--- config.mk ---
export PLATFORM = sky130hd
export DESIGN_NAME = strm_rd_req
export DESIGN_NICKNAME = d
export VERILOG_FILES = /design/src/rtl/strm_rd_req.sv
export SDC_FILE = /design/constraint.sdc
export NUM_CORES = 1
export LEC_CHECK = 0
export BUFFER_PORTS_ARGS = -buffer_cell sky130_fd_sc_hd__buf_2
export CELL_PAD_IN_SITES_DETAIL_PLACEMENT = 2
export CELL_PAD_IN_SITES_GLOBAL_PLACEMENT = 2
export CORE_UTILIZATION = 29
export CTS_CLUSTER_SIZE = 40
export DETAILED_ROUTE_END_ITERATION = 16
export PLACE_DENSITY_LB_ADDON = 0.1
export SLEW_MARGIN = 20
export SYNTH_ARGS = -nofsm -noshare
export SYNTH_HDL_FRONTEND = slang
export SYNTH_SLANG_ARGS = --single-unit
--- constraint.sdc ---
create_clock -name clk -period 16.9 [get_ports clk]
set_clock_uncertainty 0.15 [all_clocks]
set_input_delay 1.69 -clock clk [delete_from_list [all_inputs] [get_ports clk]]
set_output_delay 1.69 -clock clk [all_outputs]
set_load 0.1 [all_outputs]
--- src/rtl/strm_rd_req.sv ---
// Stream read-request arbiter: round-robin over demanded streams with
// available lines, issuing one element read address per cycle.
//
// Ports:
//   clk, reset      - clock, async active-high reset
//   i_fill_v/_st    - one line written into stream i_fill_st
//   i_dem           - per-stream consumer demand
//   o_v / o_r       - registered read request valid / ready
//   o_ra_ch/st/cl/of- BRAM read address (channel, local stream, line, offset)
//   o_free_v/_st    - line fully consumed, returned for stream
//   o_err           - sticky fill-overflow flag
//
// Build option: define STRM_RD_REQ_ERR_EN to enable overflow detection on
// o_err; otherwise o_err is tied low.
module strm_rd_req #(
  parameter int WAYS     = 8,
  parameter int channels = 2,
  parameter int nstrms   = 32,
  parameter int l1_ncl   = 16
) (
  input  logic                        clk,
  input  logic                        reset,
  input  logic                        i_fill_v,
  input  logic [$clog2(nstrms)-1:0]   i_fill_st,
  input  logic [nstrms-1:0]           i_dem,
  output logic                        o_v,
  input  logic                        o_r,
  output logic [$clog2(channels)-1:0] o_ra_ch,
  output logic [$clog2(nstrms/channels)-1:0] o_ra_st,
  output logic [$clog2(l1_ncl)-1:0]   o_ra_cl,
  output logic [$clog2(WAYS)-1:0]     o_ra_of,
  output logic                        o_free_v,
  output logic [$clog2(nstrms)-1:0]   o_free_st,
  output logic                        o_err
);

  localparam int L1NS = nstrms / channels;
  localparam int SW   = $clog2(nstrms);
  localparam int CW   = $clog2(channels);
  localparam int LW   = $clog2(L1NS);
  localparam int CLW  = $clog2(l1_ncl);
  localparam int OW   = $clog2(WAYS);
  localparam int AW   = CLW + 1;

  localparam logic [AW-1:0]  AV_FULL = AW'(l1_ncl);
  localparam logic [CLW-1:0] CL_LAST = CLW'(l1_ncl - 1);
  localparam logic [OW-1:0]  OF_LAST = OW'(WAYS - 1);

  logic [AW-1:0]  avail_q [nstrms];
  logic [AW-1:0]  avail_d [nstrms];
  logic [CLW-1:0] cl_q    [nstrms];
  logic [CLW-1:0] cl_d    [nstrms];
  logic [OW-1:0]  of_q    [nstrms];
  logic [OW-1:0]  of_d    [nstrms];
  logic [SW-1:0]  rr_q;

  logic           v_q;
  logic [SW-1:0]  gst_q;
  logic [CLW-1:0] gcl_q;
  logic [OW-1:0]  gof_q;
  logic           free_v_q;
  logic [SW-1:0]  free_st_q;

  logic [nstrms-1:0] elig;
  logic [nstrms-1:0] hit;
  logic [nstrms-1:0] wrap;
  logic [nstrms-1:0] fill;
  logic [nstrms-1:0] full;

  logic          found;
  logic [SW-1:0] gnt;
  logic          load;
  logic          take;
  logic          last_acc;

  // Line counts are decremented at grant of the last offset, so a
  // registered request that drains a stream already leaves avail at 0
  // and the stream drops out of the next arbitration.
  always_comb begin
    for (int s = 0; s < nstrms; s++) begin
      elig[s] = i_dem[s] && (avail_q[s] != '0);
      full[s] = (avail_q[s] == AV_FULL);
      fill[s] = i_fill_v && (i_fill_st == SW'(s));
    end
  end

  // Search starts one past the last grant; k == nstrms wraps back to
  // the last granted stream itself, so it has the lowest priority.
  always_comb begin
    found = 1'b0;
    gnt   = rr_q;
    for (int k = 1; k <= nstrms; k++) begin
      if (!found && elig[rr_q + SW'(k)]) begin
        found = 1'b1;
        gnt   = rr_q + SW'(k);
      end
    end
  end

  assign load     = !v_q || o_r;
  assign take     = load && found;
  assign last_acc = v_q && o_r && (gof_q == OF_LAST);

  always_comb begin
    for (int s = 0; s < nstrms; s++) begin
      hit[s]  = take && (gnt == SW'(s));
      wrap[s] = hit[s] && (of_q[s] == OF_LAST);
    end
  end

  always_comb begin
    for (int s = 0; s < nstrms; s++) begin
      avail_d[s] = avail_q[s];
      cl_d[s]    = cl_q[s];
      of_d[s]    = of_q[s];
      if (hit[s]) begin
        of_d[s] = wrap[s] ? '0 : of_q[s] + OW'(1);
      end
      if (wrap[s]) begin
        cl_d[s] = (cl_q[s] == CL_LAST) ? '0 : cl_q[s] + CLW'(1);
      end
      // Fill and line consume together cancel out.
      if (fill[s] && !wrap[s]) begin
        if (!full[s]) begin
          avail_d[s] = avail_q[s] + AW'(1);
        end
      end else if (!fill[s] && wrap[s]) begin
        avail_d[s] = avail_q[s] - AW'(1);
      end
    end
  end

  always_ff @(posedge clk or posedge reset) begin
    if (reset) begin
      for (int s = 0; s < nstrms; s++) begin
        avail_q[s] <= '0;
        cl_q[s]    <= '0;
        of_q[s]    <= '0;
      end
      rr_q <= '0;
    end else begin
      for (int s = 0; s < nstrms; s++) begin
        avail_q[s] <= avail_d[s];
        cl_q[s]    <= cl_d[s];
        of_q[s]    <= of_d[s];
      end
      if (take) begin
        rr_q <= gnt;
      end
    end
  end

  // Output stage: address registers only move on a new grant, so they
  // stay put through back-pressure and after the stage drains.
  always_ff @(posedge clk or posedge reset) begin
    if (reset) begin
      v_q       <= 1'b0;
      gst_q     <= '0;
      gcl_q     <= '0;
      gof_q     <= '0;
      free_v_q  <= 1'b0;
      free_st_q <= '0;
    end else begin
      if (load) begin
        v_q <= found;
      end
      if (take) begin
        gst_q <= gnt;
        gcl_q <= cl_q[gnt];
        gof_q <= of_q[gnt];
      end
      free_v_q <= last_acc;
      if (last_acc) begin
        free_st_q <= gst_q;
      end
    end
  end

`ifdef STRM_RD_REQ_ERR_EN
  logic              err_q;
  logic [nstrms-1:0] ovf;

  assign ovf = fill & ~wrap & full;

  always_ff @(posedge clk or posedge reset) begin
    if (reset) begin
      err_q <= 1'b0;
    end else if (|ovf) begin
      err_q <= 1'b1;
    end
  end

  assign o_err = err_q;
`else
  assign o_err = 1'b0;
`endif

  assign o_v       = v_q;
  assign o_ra_ch   = gst_q[SW-1 -: CW];
  assign o_ra_st   = gst_q[LW-1:0];
  assign o_ra_cl   = gcl_q;
  assign o_ra_of   = gof_q;
  assign o_free_v  = free_v_q;
  assign o_free_st = free_st_q;

endmodule
Word-level counts from Yosys, hierarchy flattened
Index checks and enable logic that the tools add are counted.

cells by class
  $add $sub $neg = 159
  $mul = 0
  div/mod/pow operators = 0
  magnitude comparators = 33
  equality and inequality tests = 191
  shift-type cells = 0
  muxes and demuxes = 294
  bitwise gates (word level) = 1
  reduce and logical (&&, ||, !) cells = 421

operator list
  kind                                                                   number
  5-bit two-way mux                                                      128
  5-bit == test (second input constant)                                  64
  1-bit logical AND                                                      226
  5-bit by 6-bit < comparator with 1-bit output (second input constant)  32
  5-bit by 1-bit adder with 5-bit output (second input constant)         33
  1-bit binary-select mux with 5-bit select                              32
  5-bit nonzero test                                                     32
  5-bit by 1-bit subtractor with 5-bit output (second input constant)    32
  4-bit two-way mux                                                      34
  4-bit by 1-bit adder with 4-bit output (second input constant)         32
  4-bit == test (second input constant)                                  32
  3-bit two-way mux                                                      34
  3-bit == test (second input constant)                                  33
  3-bit by 1-bit adder with 3-bit output (second input constant)         32
  1-bit zero test                                                        96
  5-bit adder (second input constant)                                    16
  5-bit by 4-bit == test with 1-bit output (second input constant)       16
  1-bit two-way mux                                                      64
  2-bit != test (second input constant)                                  32
  2-bit AND reduction                                                    32
  2-bit nonzero test                                                     32
  5-bit by 4-bit adder with 5-bit output (second input constant)         8
  5-bit by 3-bit == test with 1-bit output (second input constant)       8
  5-bit by 3-bit adder with 5-bit output (second input constant)         4
  other kinds (9)                                                        15

word-level totals
  flip-flop bits (word level) = 403
  latch bits = 0
  memory bits (writable) = 0
  ROM bits = 0
  input bits = 41
  output and inout port bits = 20
  memories = 0

Logic depth before layout (Yosys ltp)
Gate-level depths: netlist of the first run.

  depth in word-level cells = 105
  gate-level depth with buffers = 42
  gate-level depth less buffers = 28

Least setup slack after synthesis of the first run
Ideal clock, no wire load.

  kind = register to register
  start = reg gst_q[1] (netlist name)
  end = reg avail_q[79] (netlist name)
  setup time = 0.124 ns
  arrival = 10.061 ns
  path slack = 6.565 ns
  stages on the path, launching flop included = 39
  period minus slack after synthesis = 10.335 ns
  cell sequence = dfrtp_1 > buf_2 > clkinv_1 > buf_2 > buf_2 > buf_2 > clkbuf_1 > clkbuf_1 > buf_1 > ha_1 > a21boi_0 > xnor2_1 > clkbuf_1 > mux4_2 > and2_1 > nor4_1 > or3_1 > clkbuf_1 > [3 not listed] > a2bb2oi_1 > a211oi_1 > a21oi_1 > nor2_1 > o311ai_2 > nand2_1 > nor4_2 > and2_1 > buf_2 > or2_2 > inv_1 > fa_1 > inv_1 > a21o_1 > a21oi_1 > a211oi_1 > a22oi_1 > o31a_1

RTL lines
  element                          line  source
  to (signal, indexed assignment)  143   avail_q[s] <= avail_d[s];
  to (decl)                        49    logic [AW-1:0] avail_q [nstrms];

==> results of run 1 <==
[through the flow]
stage	utilization (%)	worst slack (ps)	instance area [um^2]
after floorplan	-	3850	34100
after global placement	31.3	5470	36400
after detailed placement	31.3	5230	36400
after CTS	33.0	5220	38400
after global routing	33.0	4420	38400
final	33.0	5050	38400
[cell usage after synthesis (35+ instances only)]
cell,number
inv_1,129
xnor2_1,117
o21ai_0,196
a211oi_1,35
a21oi_1,206
xor2_1,48
nand2_1,321
nor3_1,85
ha_1,211
nor2_1,210
mux2i_1,169
buf_2,47
dfrtp_1,403
mux2_2,166
clkbuf_1,71
mux4_2,104
nand4_1,43
nand3_1,99
o211ai_1,52
nor4_1,37
or4_1,41
nand2b_1,51
a21o_1,122
[final timing paths]
check / startpoint / endpoint / slack (ps) / cells after the start
worst max-delay path: gst_q[1]$_DFFE_PP0P_ / avail_q[139]$_DFFE_PP0P_ / 5050 / 29
worst min-delay path: o_free_st[4]$_DFFE_PP0P_ / o_free_st[4]$_DFFE_PP0P_ / 330 / 2
worst max register to register: gst_q[1]$_DFFE_PP0P_ / avail_q[139]$_DFFE_PP0P_ / 5050 / 29
worst min register to register: o_free_st[4]$_DFFE_PP0P_ / o_free_st[4]$_DFFE_PP0P_ / 330 / 2
max in group asynchronous: reset / avail_q[85]$_DFFE_PP0P_ / 12610 / 5
min in group asynchronous: reset / of_q[28]$_DFFE_PP0P_ / 970 / 2
[cells by family (layout without fill, tap and decap cells)]
family / after synthesis / in the layout / share of synthesized area (%)
AOI/OAI and AO/OA: 970 / 970 / 19.0
xor gates and xnor gates: 167 / 167 / 4.36
adders and majority gates: 243 / 243 / 9.61
buffers and inverters: 284 / 387 / 3.48
DFF: 403 / 403 / 29.6
muxes: 447 / 447 / 17.6
other: 1 / 4 / 0.0110
and+or+nand+nor: 1090 / 1090 / 16.4
[layout make-up]
type,instances,area share (%)
repair buffers,152,2.65
multi-input cells,2918,59.6
clock inverters,22,1.07
flip-flops and latches,403,26.2
clock buffers,79,4.10
diodes,3,0.0195
well taps,1524,4.96
inverters,134,1.33
[metal layers]
metal	GRT usage, %	wire [um]
met1	34.0	69300
met2	43.3	74100
met5	0	0
met3	3.05	6020
met4	9.65	6200
[state kept, by name (all words and copies together) (netlist names)]
name	count
o_free_st	5
gst_q	5
o_v	1
of_q	96
cl_q	128
o_free_v	1
o_ra_cl	4
avail_q	160
o_ra_of	3
[tightest hold or removal path: stages (launching register included)]
cell	delay, ps
dfrtp_1	340
nand2_1	50
o21ai_0	60
==> summary.txt, run 1 <==
Timing
  – Final setup viols: 0
  – Crit share post-route: 70.1%
  – Endpoints failing hold: 0
  – Setup TNS: 0 ps
  – Achievable frequency: 84.4 MHz
  – Count of pins over their slew limit: 0
  – Measured slew at the worst slew-check pin: 1180 ps
  – Min Hold Slack: 328 ps
  – Relative slew margins: 20.9%
  – RSZ-0062 raised after global routing: no
  – Fin crit period: 11850 ps

Synth
  – Top cells by area, synth: dfrtp_1 30%, ha_1 7.7%, mux4_2 6.9%
  – Mapped cell area: 34100 um^2
  – Post-synth top area share: 29.6%
  – Avg Inst Size Synth: 9.46 um^2
  – Syn Nets: 3889
  – Cells after synthesis: 3605
  – Ys flop type: dfrtp_1
  – Ys async rst share: 100%
  – Post-synth top area cell: dfrtp_1
  – Yosys reg bits: 403
  – Yosys warns: 0
  – Unique masters post-synth: 105
  – Post-synth EDFFs: 0
  – Sequential fraction of the synthesis area: 29.6%

Cells and area
  – Fill count: 12900
  – Share of cells above drive strength 1: 16.2%
  – Final Instance Count excl. Fillers: 5235
  – Layout overhead on the synthesized area: 12.7%
  – Area of the multi-input gates: 22900 um^2
  – Most frequent cells in the layout: 400 x dfrtp_1, 320 x nand2_1, 210 x ha_1, 209 x nor2_1, 206 x a21oi_1
  – Seq. cell area: 10100 um^2
  – Nets@finish: 3949
  – Commonest non-fill, non-tap cell in the layout: dfrtp_1

Floorplanning
  – Placement Rows: 125
  – Die Span Y: 345 um
  – Die area: 119000 um^2
  – # IOs: 61
  – Area of the core: 116000 um^2
  – Initial core utilization: 29.3%
  – Die Wd: 345 um

Clock tree
  – CTS clk-pin slew, worst paths: 60 ps
  – Clk Latency, worst-skew pair: 680 ps
  – Hold_buf cts: 0
  – CTS Sinks: 403
  – CTS tree: yes
  – Post-CTS Setup Inserts: 0
  – Htree depth: 2
  – Max clock buf depth: 3
  – CTS Root Buffer Type: clkbuf_16
  – CTS Buf Count: 56
  – Gates resized, CTS repair: 0

Routing
  – Routed wire length: 156 mm
  – DRT Pass-1 Iters: 8
  – Via density: 5.95
  – Routed wire per std cell: 29.7 um
  – DR vias: 31100
  – Initial drt markers: 1920
  – Final ANT Viol Nets: 0
  – DRC viols: 0

Setup path
  – Most used cell along the critical path: buf_4
  – Crit path capture type: flop
  – Worst path max stage delay: 1090 ps
  – CP bufs+invs: 6
  – CP max FO: 46
  – Worst EP arrival: 12210 ps
  – CP Class: flop to flop
  – Worst Path Required: 17260 ps
  – Top delay family on crit path: simple AND/OR/NAND/NOR gates
  – Startpoint type of the worst setup path: flop
  – Slowest CP cell: or4_1

GRT
  – All-Layer GR Usage: 25.8%
  – First-pass GRT wire length: 232 mm
  – Vias in the first global route: 33700
  – Gr ovfl total: 0
  – Largest net degree at the start of global routing: 146
  – Initial antenna violation count: 6

Place
  – GPL Wtd Cong: 0.935
  – Hpwl dp: 121 mm
  – Number of port buffers: 59
  – # placed instances: 5131

Worst hold path
  – Hold Path Class: flop to flop

Status
  – Status: finished, final reports clean

Run
  – Max Cap Violations: 0
Power of run 1 is left out: the tool's default activity adds up to more than one toggle a clock period on the data nets, which glitch-free logic cannot reach.
==> inputs of run 2 (changes only) <==
--- a/config.mk
+++ b/config.mk
@@ -5,6 +5,7 @@
 export SDC_FILE = /design/constraint.sdc
 export NUM_CORES = 1
 export LEC_CHECK = 0
+export ABC_AREA = 1
 export BUFFER_PORTS_ARGS = -buffer_cell sky130_fd_sc_hd__buf_2
 export CELL_PAD_IN_SITES_DETAIL_PLACEMENT = 2
 export CELL_PAD_IN_SITES_GLOBAL_PLACEMENT = 2
==> constraint.sdc (replaced) <==
create_clock -name clk -period 10.9 [get_ports clk]
set_clock_uncertainty 0.15 [all_clocks]
set_input_delay 1.09 -clock clk [delete_from_list [all_inputs] [get_ports clk]]
set_output_delay 1.09 -clock clk [all_outputs]
set_load 0.1 [all_outputs]
==> run 2 against run 1 <==
Die area decreased by 12%. Core utilization about the same. Via count down 8.6%. Register-to-register slack got worse by 3700 ps. Critical endpoint is now avail_q[74]$_DFFE_PP0P_. Largest cell class unchanged. Highest routed layer unchanged.
==> summary.txt, run 2 <==
Synth
  – Top-count cell post-synth: nand2_1
  – Unique masters post-synth: 51 (-51%)
  – Mapped cell area: 30100 um^2 (-12%)
  – Ys async rst share: 100% (unchanged)
  – Ys flop type: dfrtp_1
  – Post-synth top area share: 33.6% (+4.0 points)
  – Post-synth EDFFs: 0 (unchanged)
  – Cells after synthesis: 4120 (+14%)
  – Syn Nets: 4404 (+13%)
  – Avg Inst Size Synth: 7.30 um^2 (-23%)
  – Commonest cells in the netlist: 818 x nand2_1, 650 x nand3_1, 609 x inv_1
  – Yosys reg bits: 403 (unchanged)
  – Post-synth top area cell: dfrtp_1
  – Top cells by area, synth: dfrtp_1 34%, nand3_1 11%, nand2_1 10%
  – Sequential fraction of the synthesis area: 33.6% (+4.0 points)
  – Yosys warns: 0 (unchanged)

Setup path
  – Startpoint type of the worst setup path: flop
  – Most used cell along the critical path: nand2_1
  – Worst Path Required: 11270 ps (-5990 ps)
  – Slowest CP cell: dfrtp_1
  – Crit path capture type: flop
  – Worst path max stage delay: 890 ps (-200 ps)
  – CP Class: flop to flop
  – Worst EP arrival: 9950 ps (-2260 ps)
  – CP max FO: 22 (-52%)

Cells and area
  – Top Registers: avail_q (160), cl_q (128), of_q (96)
  – Share of cells above drive strength 1: 8.80% (-7.4 points)
  – Commonest non-fill, non-tap cell in the layout: nand2_1
  – Nets@finish: 4482 (+13%)
  – Largest reg by FF count: avail_q
  – Max FFs per register: 160 (unchanged)
  – Most frequent cells in the layout: 818 x nand2_1, 650 x nand3_1, 608 x inv_1, 403 x dfrtp_1, 278 x o21ai_0
  – Ant. Diodes: 0 (-3)
  – Layout overhead on the synthesized area: 12.5%

Timing
  – Relative slew margins: 21.3% (+0.39 points)
  – Achievable frequency: 104 MHz (+24%)
  – Fin crit period: 9570 ps (-2270 ps)
  – Count of pins over their slew limit: 0 (unchanged)
  – Setup TNS: 0 ps (unchanged)
  – RSZ-0062 raised after global routing: no
  – Crit share post-route: 87.8% (+18 points)
  – Endpoints failing hold: 0 (unchanged)
  – Final setup viols: 0 (unchanged)
  – Measured slew at the worst slew-check pin: 1180 ps (+2.62 ps)

Clock tree
  – CTS Buf Count: 56 (unchanged)
  – Max clock buf depth: 3 (unchanged)
  – Gates resized, CTS repair: 0 (unchanged)
  – Htree depth: 2 (unchanged)
  – CTS Sinks: 403 (unchanged)
  – CTS tree: yes
  – Clk Latency, worst-skew pair: 650 ps (-30 ps)
  – CTS clk-pin slew, worst paths: 50 ps (about the same)
  – Post-CTS Setup Inserts: 0 (unchanged)
  – CTS Root Buffer Type: clkbuf_16
  – Hold_buf cts: 0 (unchanged)

GRT
  – Largest net degree at the start of global routing: 162 (+11%)
  – First-pass GRT wire length: 183 mm (-21%)
  – Gr ovfl total: 0 (unchanged)
  – Vias in the first global route: 30400 (-9.9%)
  – All-Layer GR Usage: 22.8% (-3.0 points)
  – Initial antenna violation count: 2 (-4)

Place
  – Number of port buffers: 59 (unchanged)
  – GPL Wtd Cong: 0.852 (-8.8%)
  – Hpwl dp: 92.3 mm (-24%)

Routing
  – Routed wire length: 118 mm (-24%)
  – DRT Pass-1 Iters: 5 (-3)
  – Via density: 5.07 (-15%)
  – Initial drt markers: 1290 (-33%)
  – Routed wire per std cell: 21.1 um (-29%)
  – DR vias: 28500 (-8.6%)
  – DRC viols: 0 (unchanged)
  – Final ANT Viol Nets: 0 (unchanged)

Floorplanning
  – # IOs: 61 (unchanged)
  – Die Span Y: 324 um (-6.1%)
  – Die Wd: 324 um (-6.1%)
  – Area of the core: 102000 um^2 (-12%)
  – Initial core utilization: 29.4% (+0.051 points)
  – Placement Rows: 117 (-6.4%)
  – Die area: 105000 um^2 (-12%)

Run
  – Max Cap Violations: 0 (unchanged)

Status
  – Status: finished, final reports clean

Worst hold path
  – Hold Path Class: flop to flop
[run 2: cells by family after synthesis]
kind of cell	share of synthesized area, %
compound gates	11.4
other cells	0.0125
simple gates	30.8
buf+inv	9.25
flops	33.6
fa+ha+maj	10.9
xor+xnor	4.05
[run 2: layout make-up]
type / count / area [um^2]
Clock buffer: 85 / 1700
Clock inverter: 15 / 148
Fill cell: 12000 / 68500
Inverter: 652 / 2450
Multi-Input combinational cell: 2997 / 17200
Sequential cell: 403 / 10100
Tap cell: 1368 / 1710
Timing Repair Buffer: 88 / 526
[run 2: path summary, 6_finish.rpt]
path	cells after the start	slack [ps]	endpoint	start
worst max register to register	48	1330	avail_q[74]$_DFFE_PP0P_	gst_q[2]$_DFFE_PP0P_
min in group asynchronous	3	530	cl_q[23]$_DFFE_PP0P_	reset
worst min-delay path	2	350	avail_q[44]$_DFFE_PP0P_	avail_q[44]$_DFFE_PP0P_
worst min register to register	2	350	avail_q[44]$_DFFE_PP0P_	avail_q[44]$_DFFE_PP0P_
max in group asynchronous	5	7580	o_free_st[1]$_DFFE_PP0P_	reset
worst max-delay path	48	1330	avail_q[74]$_DFFE_PP0P_	gst_q[2]$_DFFE_PP0P_
[run 2: stage by stage]
stage / instances / hold WS [ps] / setup slack [ps] / instance area, um^2 / util, %
floorplan: 4120 / 308 / 3300 / 30100 / -
global placement: 5508 / 330 / 1560 / 32000 / 31.2
detailed placement: 5508 / 339 / 1330 / 32000 / 31.2
CTS: 5608 / 351 / 1360 / 33800 / 33.1
global route: 5608 / 378 / 607 / 33800 / 33.1
finish: 5608 / 346 / 1330 / 33800 / 33.1
[run 2: critical path: cells and delay by family, from the launching register on]
kind,cells,cell delay [ps]
simple gates,40,5870
buf+inv,4,1120
fa+ha+maj,2,1030
flops,1,890
compound gates,2,380
[run 2: routing by layer]
metal | routed length [um] | global-route usage (%)
met5 | 0 | 0
met4 | 3690 | 7.24
met3 | 4530 | 3.78
met2 | 52400 | 36.3
met1 | 57500 | 31.3
Power of run 2 is left out for the same reason.
==> inputs of run 3 (changes only) <==
--- a/config.mk
+++ b/config.mk
@@ -5,10 +5,10 @@
 export SDC_FILE = /design/constraint.sdc
 export NUM_CORES = 1
 export LEC_CHECK = 0
-export ABC_AREA = 1
 export BUFFER_PORTS_ARGS = -buffer_cell sky130_fd_sc_hd__buf_2
 export CELL_PAD_IN_SITES_DETAIL_PLACEMENT = 2
 export CELL_PAD_IN_SITES_GLOBAL_PLACEMENT = 2
+export CORE_MARGIN = 2
 export CORE_UTILIZATION = 29
 export CTS_CLUSTER_SIZE = 40
 export DETAILED_ROUTE_END_ITERATION = 16
==> run 3 against run 2 <==
Critical path depth shrank 22. Global-route usage up 3.6 points. Clock-buffer cell count down 3. Die area rose by 15%. First-iteration DRC count grew 34%. Register-to-register slack lost 680 ps. Worst hold slack got worse by 15 ps. Design area grew 15%. Critical path type unchanged.
==> summary.txt, run 3 (synthesized netlist as in run 1, its figures left out) <==
Status
  – Status: finished, final reports clean

Cells and area
  – Top Registers: avail_q (160), cl_q (128), of_q (96)
  – Layout overhead on the synthesized area: 14.1%
  – Final core occ: 33.4% (+0.35 points)
  – Commonest non-fill, non-tap cell in the layout: dfrtp_1
  – Seq. cell area: 10100 um^2 (about the same)
  – Nets@finish: 4005 (-11%)
  – Largest reg by FF count: avail_q
  – Max FFs per register: 160 (unchanged)
  – Fill count: 12700 (+5.8%)
  – Final Instance Count excl. Fillers: 5294 (-5.6%)
  – Area of the multi-input gates: 22900 um^2 (+33%)
  – Share of cells above drive strength 1: 17.6% (+8.9 points)
  – Most frequent cells in the layout: 400 x dfrtp_1, 320 x nand2_1, 210 x ha_1, 209 x nor2_1, 206 x a21oi_1

Place
  – Number of port buffers: 59 (unchanged)
  – Hpwl dp: 126 mm (+37%)
  – # placed instances: 5188 (-5.8%)
  – GPL Wtd Cong: 0.948 (+11%)

Clock tree
  – Max clock buf depth: 3 (unchanged)
  – CTS tree: yes
  – CTS clk-pin slew, worst paths: 60 ps (about the same)
  – CTS Buf Count: 55 (-1.8%)
  – Post-CTS Setup Inserts: 0 (unchanged)
  – Hold_buf cts: 0 (unchanged)
  – CTS Sinks: 403 (unchanged)
  – CTS Root Buffer Type: clkbuf_16
  – Clk Latency, worst-skew pair: 670 ps (+20 ps)
  – Gates resized, CTS repair: 0 (unchanged)
  – Htree depth: 2 (unchanged)

Setup path
  – CP max FO: 63 (+190%)
  – Reg2reg start: gst_q[0]$_DFFE_PP0P_
  – Crit path capture type: flop
  – R2r setup slk: 650 ps (-680 ps)
  – Critical Path Stages: 26 (-46%)
  – CP Class: flop to flop
  – Top delay family on crit path: simple AND/OR/NAND/NOR gates
  – CP bufs+invs: 3 (-1)
  – Origin of the worst setup path: gst_q[0]$_DFFE_PP0P_
  – Worst EP arrival: 10620 ps (+670 ps)
  – Worst Path Required: 11270 ps (about the same)
  – Worst setup path endpoint: avail_q[44]$_DFFE_PP0P_
  – Startpoint type of the worst setup path: flop
  – Slowest CP cell: xnor2_1
  – Worst path max stage delay: 920 ps (+30 ps)
  – RR Endpoint: avail_q[44]$_DFFE_PP0P_
  – R2R depth: 26 (-46%)

Timing
  – Count of pins over their slew limit: 0 (unchanged)
  – Setup TNS: 0 ps (unchanged)
  – Relative slew margins: 23.5% (+2.2 points)
  – Endpoints failing hold: 0 (unchanged)
  – Final setup viols: 0 (unchanged)
  – Fin crit period: 10250 ps (+679 ps)
  – RSZ-0062 raised after global routing: no
  – Measured slew at the worst slew-check pin: 1140 ps (-40.5 ps)
  – Achievable frequency: 97.5 MHz (-6.6%)
  – Crit share post-route: 94.1% (+6.2 points)

GRT
  – Initial antenna violation count: 6 (+4)
  – First-pass GRT wire length: 238 mm (+30%)
  – Vias in the first global route: 34100 (+12%)
  – Gr ovfl total: 0 (unchanged)
  – Largest net degree at the start of global routing: 153 (-5.6%)
  – All-Layer GR Usage: 26.3% (+3.6 points)

Floorplanning
  – Die Wd: 347 um (+7.1%)
  – Initial core utilization: 29.3% (-0.091 points)
  – Placement Rows: 125 (+6.8%)
  – Die Span Y: 347 um (+7.1%)
  – Area of the core: 117000 um^2 (+14%)
  – # IOs: 61 (unchanged)
  – Die area: 120000 um^2 (+15%)

Routing
  – Initial drt markers: 1732 (+34%)
  – DR vias: 31400 (+10%)
  – Final ANT Viol Nets: 0 (unchanged)
  – DRT Pass-1 Iters: 8 (+3)
  – Routed wire length: 160 mm (+35%)
  – Via density: 5.93 (+17%)
  – Routed wire per std cell: 30.1 um (+43%)
  – DRC viols: 0 (unchanged)

Run
  – Max Cap Violations: 0 (unchanged)

Worst hold path
  – Hold Path Class: flop to flop
run 3: cell count changes in the layout (fill, tap and decap cells not counted), moves of 51 or more:
cell / delta
nor2_1: -62
nand2b_1: +51
buf_4: +117
mux4_2: +104
nand3_1: -551
a21o_1: +114
o21ai_0: -83
nand2_1: -498
xor2_1: -74
xnor2_1: +102
mux2i_1: +169
mux2_2: +166
nor3_1: +58
inv_1: -480
run 3: final cells by class:
type,count,area share (%)
tap,1524,4.90
sequential,403,25.9
clock inverter,22,0.945
multi-input combinational,2918,58.9
inverter,134,1.31
timing repair buffer,209,3.80
clock buffer,82,4.18
antenna,2,0.0129
run 3: how the worst min path moves through the flow:
stage,start,endpoint,slack [ps],cells past startpoint
floorplan,cl_q[11]$_DFFE_PP0P_,cl_q[11]$_DFFE_PP0P_,310,1
global placement,o_free_st[1]$_DFFE_PP0P_,o_free_st[1]$_DFFE_PP0P_,310,2
detailed placement,o_free_st[4]$_DFFE_PP0P_,o_free_st[4]$_DFFE_PP0P_,330,2
CTS,o_free_st[4]$_DFFE_PP0P_,o_free_st[4]$_DFFE_PP0P_,340,2
global route,o_free_st[1]$_DFFE_PP0P_,o_free_st[1]$_DFFE_PP0P_,380,2
finish,o_free_st[4]$_DFFE_PP0P_,o_free_st[4]$_DFFE_PP0P_,330,2
run 3: through the flow:
| step | setup slack, ps | hold WS [ps] | cell area, um^2 |
|---|---|---|---|
| 2_1_floorplan | 565 | 312 | 34100 |
| 3_3_place_gp | 488 | 307 | 36900 |
| 3_5_place_dp | 817 | 327 | 36900 |
| 4_1_cts | 811 | 339 | 38900 |
| 5_1_grt | 211 | 378 | 38900 |
| 6_report | 647 | 331 | 38900 |
run 3: metal layers:
metal  part of all wire [%]  wire [um]  global-route usage (%)
met4                    4.0       6410                    9.84
met3                    3.6       5820                    2.95
met2                     47      75100                    43.5
met5                      0          0                       0
met1                     45      72300                    35.4
run 3: worst reg2reg max path: cells and delay by family (launching register included):
kind / cells / cell delay, ps
and+or+nand+nor: 10 / 3370
AOI/OAI and AO/OA: 10 / 2650
buffers and inverters: 3 / 1290
xor gates and xnor gates: 1 / 920
muxes: 1 / 720
DFF: 1 / 580
adders and majority gates: 1 / 460
Power of run 3 is left out for the same reason.
